## config.mk

```make
export PLATFORM = sky130hd
export DESIGN_NAME = sign_extend_8_to_16_flat
export DESIGN_NICKNAME = d
export VERILOG_FILES = /design/src/rtl/sign_extend_8_to_16_if.sv /design/src/rtl/sign_extend_8_to_16.sv /design/src/flat_wrapper.sv
export SDC_FILE = /design/constraint.sdc
export NUM_CORES = 1
export LEC_CHECK = 0
export BUFFER_PORTS_ARGS = -buffer_cell sky130_fd_sc_hd__buf_2
export CAP_MARGIN = 0
export CORE_ASPECT_RATIO = 1.2
export CORE_UTILIZATION = 41
export CTS_BUF_LIST = sky130_fd_sc_hd__clkbuf_4
export CTS_CLUSTER_SIZE = 10
export DETAILED_ROUTE_END_ITERATION = 16
export PLACE_DENSITY = 0.88
export SETUP_SLACK_MARGIN = 0.3
export SYNTH_ARGS = -nofsm -noshare
export SYNTH_HDL_FRONTEND = slang
export SYNTH_SLANG_ARGS = --single-unit
```

## constraint.sdc

```tcl
create_clock -name clk -period 1.1 [get_ports clk]
set_input_delay 0.165 -clock clk [delete_from_list [all_inputs] [get_ports clk]]
set_output_delay 0.165 -clock clk [all_outputs]
set_load 0.02 [all_outputs]
```

## src/rtl/sign_extend_8_to_16_if.sv

```systemverilog
// Operand/result bundle for sign_extend_8_to_16.
// neg_count exists only when SIGN_EXT_STATS_EN is defined.
interface sign_extend_8_to_16_if;
   logic [7:0]  i_in;
   logic [1:0]  i_mode;
   logic        i_in_valid;
   logic [15:0] o_out;
   logic [15:0] o_out_q;
   logic        o_out_valid;
   logic        o_neg_q;
   logic        o_zero_q;
`ifdef SIGN_EXT_STATS_EN
   logic [15:0] o_neg_count;
`endif

`ifdef SIGN_EXT_STATS_EN
   modport master (
      output i_in, i_mode, i_in_valid,
      input  o_out, o_out_q, o_out_valid, o_neg_q, o_zero_q, o_neg_count
   );
   modport slave (
      input  i_in, i_mode, i_in_valid,
      output o_out, o_out_q, o_out_valid, o_neg_q, o_zero_q, o_neg_count
   );
`else
   modport master (
      output i_in, i_mode, i_in_valid,
      input  o_out, o_out_q, o_out_valid, o_neg_q, o_zero_q
   );
   modport slave (
      input  i_in, i_mode, i_in_valid,
      output o_out, o_out_q, o_out_valid, o_neg_q, o_zero_q
   );
`endif
endinterface

```

## src/rtl/sign_extend_8_to_16.sv

```systemverilog
// Widens a byte to 16 bits (sign/zero/high-byte), combinationally and via a 1-cycle register.
// Defining SIGN_EXT_STATS_EN adds a wrapping count of captures with a negative result.
module sign_extend_8_to_16 (
   input  logic                     clk,
   input  logic                     rst,
   sign_extend_8_to_16_if.slave     bus
);

   logic [15:0] w_out;
   logic [15:0] r_out_q;
   logic        r_out_valid;
   logic        r_neg_q;
   logic        r_zero_q;

   // Unknown or 2'b11 modes fall into the sign-extend default.
   always_comb begin
      w_out = {{8{bus.i_in[7]}}, bus.i_in};
      case (bus.i_mode)
         2'b01:   w_out = {8'h00, bus.i_in};
         2'b10:   w_out = {bus.i_in, 8'h00};
         default: w_out = {{8{bus.i_in[7]}}, bus.i_in};
      endcase
   end

   always_ff @(posedge clk or posedge rst) begin
      if (rst) begin
         r_out_q     <= 16'h0000;
         r_out_valid <= 1'b0;
         r_neg_q     <= 1'b0;
         r_zero_q    <= 1'b1;
      end else begin
         r_out_valid <= bus.i_in_valid;
         if (bus.i_in_valid) begin
            r_out_q  <= w_out;
            r_neg_q  <= w_out[15];
            r_zero_q <= (w_out == 16'h0000);
         end
      end
   end

`ifdef SIGN_EXT_STATS_EN
   logic [15:0] r_neg_count;

   always_ff @(posedge clk or posedge rst) begin
      if (rst)
         r_neg_count <= 16'h0000;
      else if (bus.i_in_valid && w_out[15])
         r_neg_count <= r_neg_count + 16'h0001;
   end

   assign bus.o_neg_count = r_neg_count;
`endif

   assign bus.o_out       = w_out;
   assign bus.o_out_q     = r_out_q;
   assign bus.o_out_valid = r_out_valid;
   assign bus.o_neg_q     = r_neg_q;
   assign bus.o_zero_q    = r_zero_q;

endmodule

```

## src/flat_wrapper.sv

```systemverilog
// flat-port wrapper written by rule: the top's interface ports become plain ports
module sign_extend_8_to_16_flat 
  (clk, rst, bus_i_in, bus_i_mode, bus_i_in_valid, bus_o_out, bus_o_out_q, bus_o_out_valid, bus_o_neg_q, bus_o_zero_q);
  sign_extend_8_to_16_if bus_i ();
  input  logic clk;
  input  logic rst;
  input wire logic [$bits(bus_i.i_in)-1:0] bus_i_in;
  input wire logic [$bits(bus_i.i_mode)-1:0] bus_i_mode;
  input wire logic [$bits(bus_i.i_in_valid)-1:0] bus_i_in_valid;
  output wire logic [$bits(bus_i.o_out)-1:0] bus_o_out;
  output wire logic [$bits(bus_i.o_out_q)-1:0] bus_o_out_q;
  output wire logic [$bits(bus_i.o_out_valid)-1:0] bus_o_out_valid;
  output wire logic [$bits(bus_i.o_neg_q)-1:0] bus_o_neg_q;
  output wire logic [$bits(bus_i.o_zero_q)-1:0] bus_o_zero_q;
  assign bus_i.i_in = bus_i_in;
  assign bus_i.i_mode = bus_i_mode;
  assign bus_i.i_in_valid = bus_i_in_valid;
  assign bus_o_out = bus_i.o_out;
  assign bus_o_out_q = bus_i.o_out_q;
  assign bus_o_out_valid = bus_i.o_out_valid;
  assign bus_o_neg_q = bus_i.o_neg_q;
  assign bus_o_zero_q = bus_i.o_zero_q;
  sign_extend_8_to_16 u_core (.clk(clk), .rst(rst), .bus(bus_i));
endmodule
```

==> metrics.json <==
{
  "viasPerCell": {"value": 5.19},
  "dieArea": {"value": 2410, "unit": "µm²"},
  "timing.final.ws_setup": {"value": -188, "unit": "ps"},
  "timing.critical_path.from_type": {"value": "primary input"},
  "layout_common_cells": {"value": "40 x sky130_fd_sc_hd__buf_6, 17 x sky130_fd_sc_hd__dfrtp_1, 11 x sky130_fd_sc_hd__buf_4"},
  "slew_headroom": {"value": 0.793},
  "cts_buffers": {"value": 3},
  "synth.area.top_cells": {"value": "sky130_fd_sc_hd__dfrtp_1 47%, sky130_fd_sc_hd__mux2_2 20%, sky130_fd_sc_hd__a21o_1 4.9%"},
  "fraction_of_layout_instances_using_a_drive_strength_above_1": {"value": 0.786},
  "timing.reg2reg.worst_path_depth": {"value": 2},
  "worstSkewPairLatency": {"value": 290, "unit": "ps"},
  "yosysWarningCount": {"value": 0},
  "post-place-cells": {"value": 151},
  "post-route-period-util": {"value": 1.17},
  "irDropWorstVdd": {"value": 0.951, "unit": "mV"},
  "grt_overflow": {"value": 0},
  "gp_congestion": {"value": 0.700},
  "cts.clk_slew.worst_paths": {"value": 100, "unit": "ps"},
  "netlist_instances": {"value": 73},
  "finalCoreUtilization": {"value": 0.866},
  "dp.final_hpwl": {"value": 1690, "unit": "µm"},
  "worst_r2r_startpoint": {"value": "u_core.bus.o_out_q[11]"},
  "r2r_setup_slack": {"value": 150, "unit": "ps"},
  "worst-path-max-fanout": {"value": 7},
  "chipHeight": {"value": 53.6, "unit": "µm"},
  "worst_path_largest_cell_delay": {"value": 280, "unit": "ps"},
  "syn-num-nets": {"value": 88},
  "run_status": {"value": "complete, but fails checks"},
  "synth-seq-cells": {"value": 18},
  "dieWidth": {"value": 45.0, "unit": "µm"},
  "cts-root-buf": {"value": "sky130_fd_sc_hd__clkbuf_4"},
  "vias": {"value": 883},
  "drt.antenna.violating_nets": {"value": 0},
  "setup-violations-final": {"value": 19},
  "tritoncts_num_sinks": {"value": 18},
  "layout.nets": {"value": 156},
  "maxCapViolCount": {"value": 0},
  "violations": {"value": "negative setup slack"},
  "grt_max_degree": {"value": 19},
  "yosys.area.top_type": {"value": "sky130_fd_sc_hd__dfrtp_1"},
  "grt_pass1_wl": {"value": 4320, "unit": "µm"},
  "route.final.wire_length": {"value": 3190, "unit": "µm"},
  "grt_antenna_before_repair": {"value": 0},
  "cts.htree.levels": {"value": 1},
  "worst-slew-pin-transition": {"value": 308, "unit": "ps"},
  "insertedDiodeCount": {"value": 0},
  "rsz_0062_raised_after_global_routing": {"value": "yes"},
  "core.rowCount": {"value": 18},
  "timing.hold.worst_path_depth": {"value": 3},
  "initial_core_util": {"value": 0.440},
  "timing.clock.skew": {"value": 0, "unit": "ps"},
  "worst_setup_path_end_kind": {"value": "output pin"},
  "first_global_vias": {"value": 872},
  "drt-wirelength-per-cell": {"value": 18.7, "unit": "µm"},
  "finalHoldViolations": {"value": 0},
  "port-buffer-count": {"value": 47},
  "synth.lib_cells_used.distinct": {"value": 24},
  "drt-initial-drc-count": {"value": 6},
  "area_growth": {"value": 97.0, "unit": "%"},
  "crit_path_kind": {"value": "primary input to output pin"},
  "cts_max_path_buffers": {"value": 2},
  "post-synth-top-area-fraction": {"value": 0.467},
  "critPathTopFamily": {"value": "simple AND/OR/NAND/NOR gates"},
  "final-instance-count-excl-fill": {"value": 170},
  "critical_path_buf_inv_count": {"value": 2},
  "syn-cell-area": {"value": 911, "unit": "µm²"},
  "clock.fmax": {"value": 0.777, "unit": "GHz"},
  "io_pins": {"value": 48},
  "cts_tree": {"value": "yes"},
  "timing.critical_path.cells": {"value": "buf_8, ha_4, nor2b_4, a21o_4, buf_6"},
  "capture_instance_of_the_worst_register_to_register_path": {"value": "u_core.bus.o_out_q[11]"},
  "worst-endpoint-arrival": {"value": 1120, "unit": "ps"},
  "p_per_area": {"value": 1230, "unit": "nW/µm²"},
  "cp.required": {"value": 940, "unit": "ps"},
  "timing_max_transition_violations_final": {"value": 0},
  "period_minus_slack": {"value": 1290, "unit": "ps"},
  "worst_hold_path_type": {"value": "primary input to register"},
  "floorplan.core_area": {"value": 2070, "unit": "µm²"},
  "post_synth.cell_area_avg": {"value": 12.5, "unit": "µm²"},
  "pre_cts_slack": {"value": -358, "unit": "ps"},
  "synth_sequential_area_ratio": {"value": 0.496},
  "critPathSlowestCell": {"value": "sky130_fd_sc_hd__nor2b_4"},
  "timing.hold.worst.start": {"value": "bus_i_in_valid"},
  "commonest_non_fill_non_tap_cell_in_the_layout": {"value": "sky130_fd_sc_hd__buf_6"},
  "min_delay_worst_endpoint": {"value": "u_core.bus.o_zero_q"},
  "firstDrtPassIters": {"value": 4},
  "grtUsageTotal": {"value": 0.259},
  "p_leak": {"value": 0.891, "unit": "nW"},
  "route.detailed.drc": {"value": 0}
}
==> report_power, final <==
| group | total (mW) | leakage (nW) | internal, mW | switching [mW] |
|---|---|---|---|---|
| registers | 0.814 | 0.224 | 0.746 | 0.0680 |
| clock network | 0.340 | 0.0154 | 0.132 | 0.208 |
| logic | 1.05 | 0.651 | 0.579 | 0.472 |
| total | 2.20 | 0.891 | 1.46 | 0.747 |
==> metal layers <==
layer,share of wire,track usage,up-vias
met5,0,0,-
met4,0.024,0.136,0
met3,0.056,0.0470,10
met2,0.53,0.432,45
met1,0.39,0.316,441
li1,-,-,387
==> layout make-up <==
cell class / instances / area [µm²]
repair buffers: 67 / 673
multi-input cells: 46 / 581
flip-flops and latches: 18 / 452
fillers: 89 / 278
well taps: 30 / 37.5
inverters: 5 / 25.0
clock buffers: 3 / 22.5
clock inverters: 1 / 3.75
==> cell usage after synthesis, drive strengths merged <==
cell type	number
a21boi	1
a21o	6
a22oi	1
and2	1
buf	4
dfrtp	17
dfstp	1
ha	2
inv	5
mux2	16
nand2b	1
nand3b	1
nor2	2
nor2b	8
nor3	2
o2111ai	1
o21a	1
o21ai	1
o31ai	1
o32ai	1
==> through the flow <==
| stage | total power [mW] | hold slack, ps | setup TNS, ps | instance area (µm²) |
|---|---|---|---|---|
| 2_1_floorplan | 1.26 | 103 | -1990 | 1020 |
| 3_3_place_gp | 1.47 | 101 | -5850 | 1330 |
| 3_5_place_dp | 1.49 | 110 | -6770 | 1330 |
| 4_1_cts | 2.12 | 7.47 | -1600 | 1710 |
| 5_1_grt | 2.29 | 242 | -2740 | 1790 |
| 6_report | 2.20 | 252 | -2320 | 1790 |
==> registers in the layout (all words and copies together) (netlist names) <==
register and count:
u_core.bus.o_out_q 15, u_core.bus.o_neg_q 1, u_core.bus.o_out_valid 1, u_core.bus.o_zero_q 1
==> worst min-delay path, stage by stage <==
cell and delay, ps:
sky130_fd_sc_hd__buf_2 110, sky130_fd_sc_hd__buf_12 170, sky130_fd_sc_hd__o32ai_2 80
==> cell families (layout without fill, tap and decap cells) <==
kind of cell / Yosys count / count (layout) / share of synthesized area
AO/OA/AOI/OAI: 13 / 13 / 0.107
buffers and inverters: 9 / 76 / 0.0522
AND/OR/NAND/NOR: 15 / 15 / 0.120
flip-flops: 18 / 18 / 0.496
adder cells (fa/ha/maj): 2 / 2 / 0.0275
multiplexers: 16 / 16 / 0.198
==> timing repair <==
item / CTS / global route
buffers inserted: 7 / 6
pin swaps: 9 / 4
setup endpoints to repair: 52 / 59
gates resized for setup: 89 / 6
hold endpoints to repair: 5 / 1
hold buffers: 1 / 1
==> worst max path at each step <==
stage / from / end / slack, ps / cells after the start
4_1_cts: bus_i_mode[0] / bus_o_out[8] / -130 / 6
5_1_grt: bus_i_mode[1] / bus_o_out[8] / -200 / 5
3_3_place_gp: bus_i_mode[1] / bus_o_out[9] / -310 / 5
6_report: bus_i_mode[1] / bus_o_out[8] / -190 / 5
2_1_floorplan: bus_i_mode[1] / u_core.bus.o_out_q[8] / -160 / 5
3_5_place_dp: bus_i_mode[0] / bus_o_out[8] / -360 / 6
(Power assumes the default switching activity.)
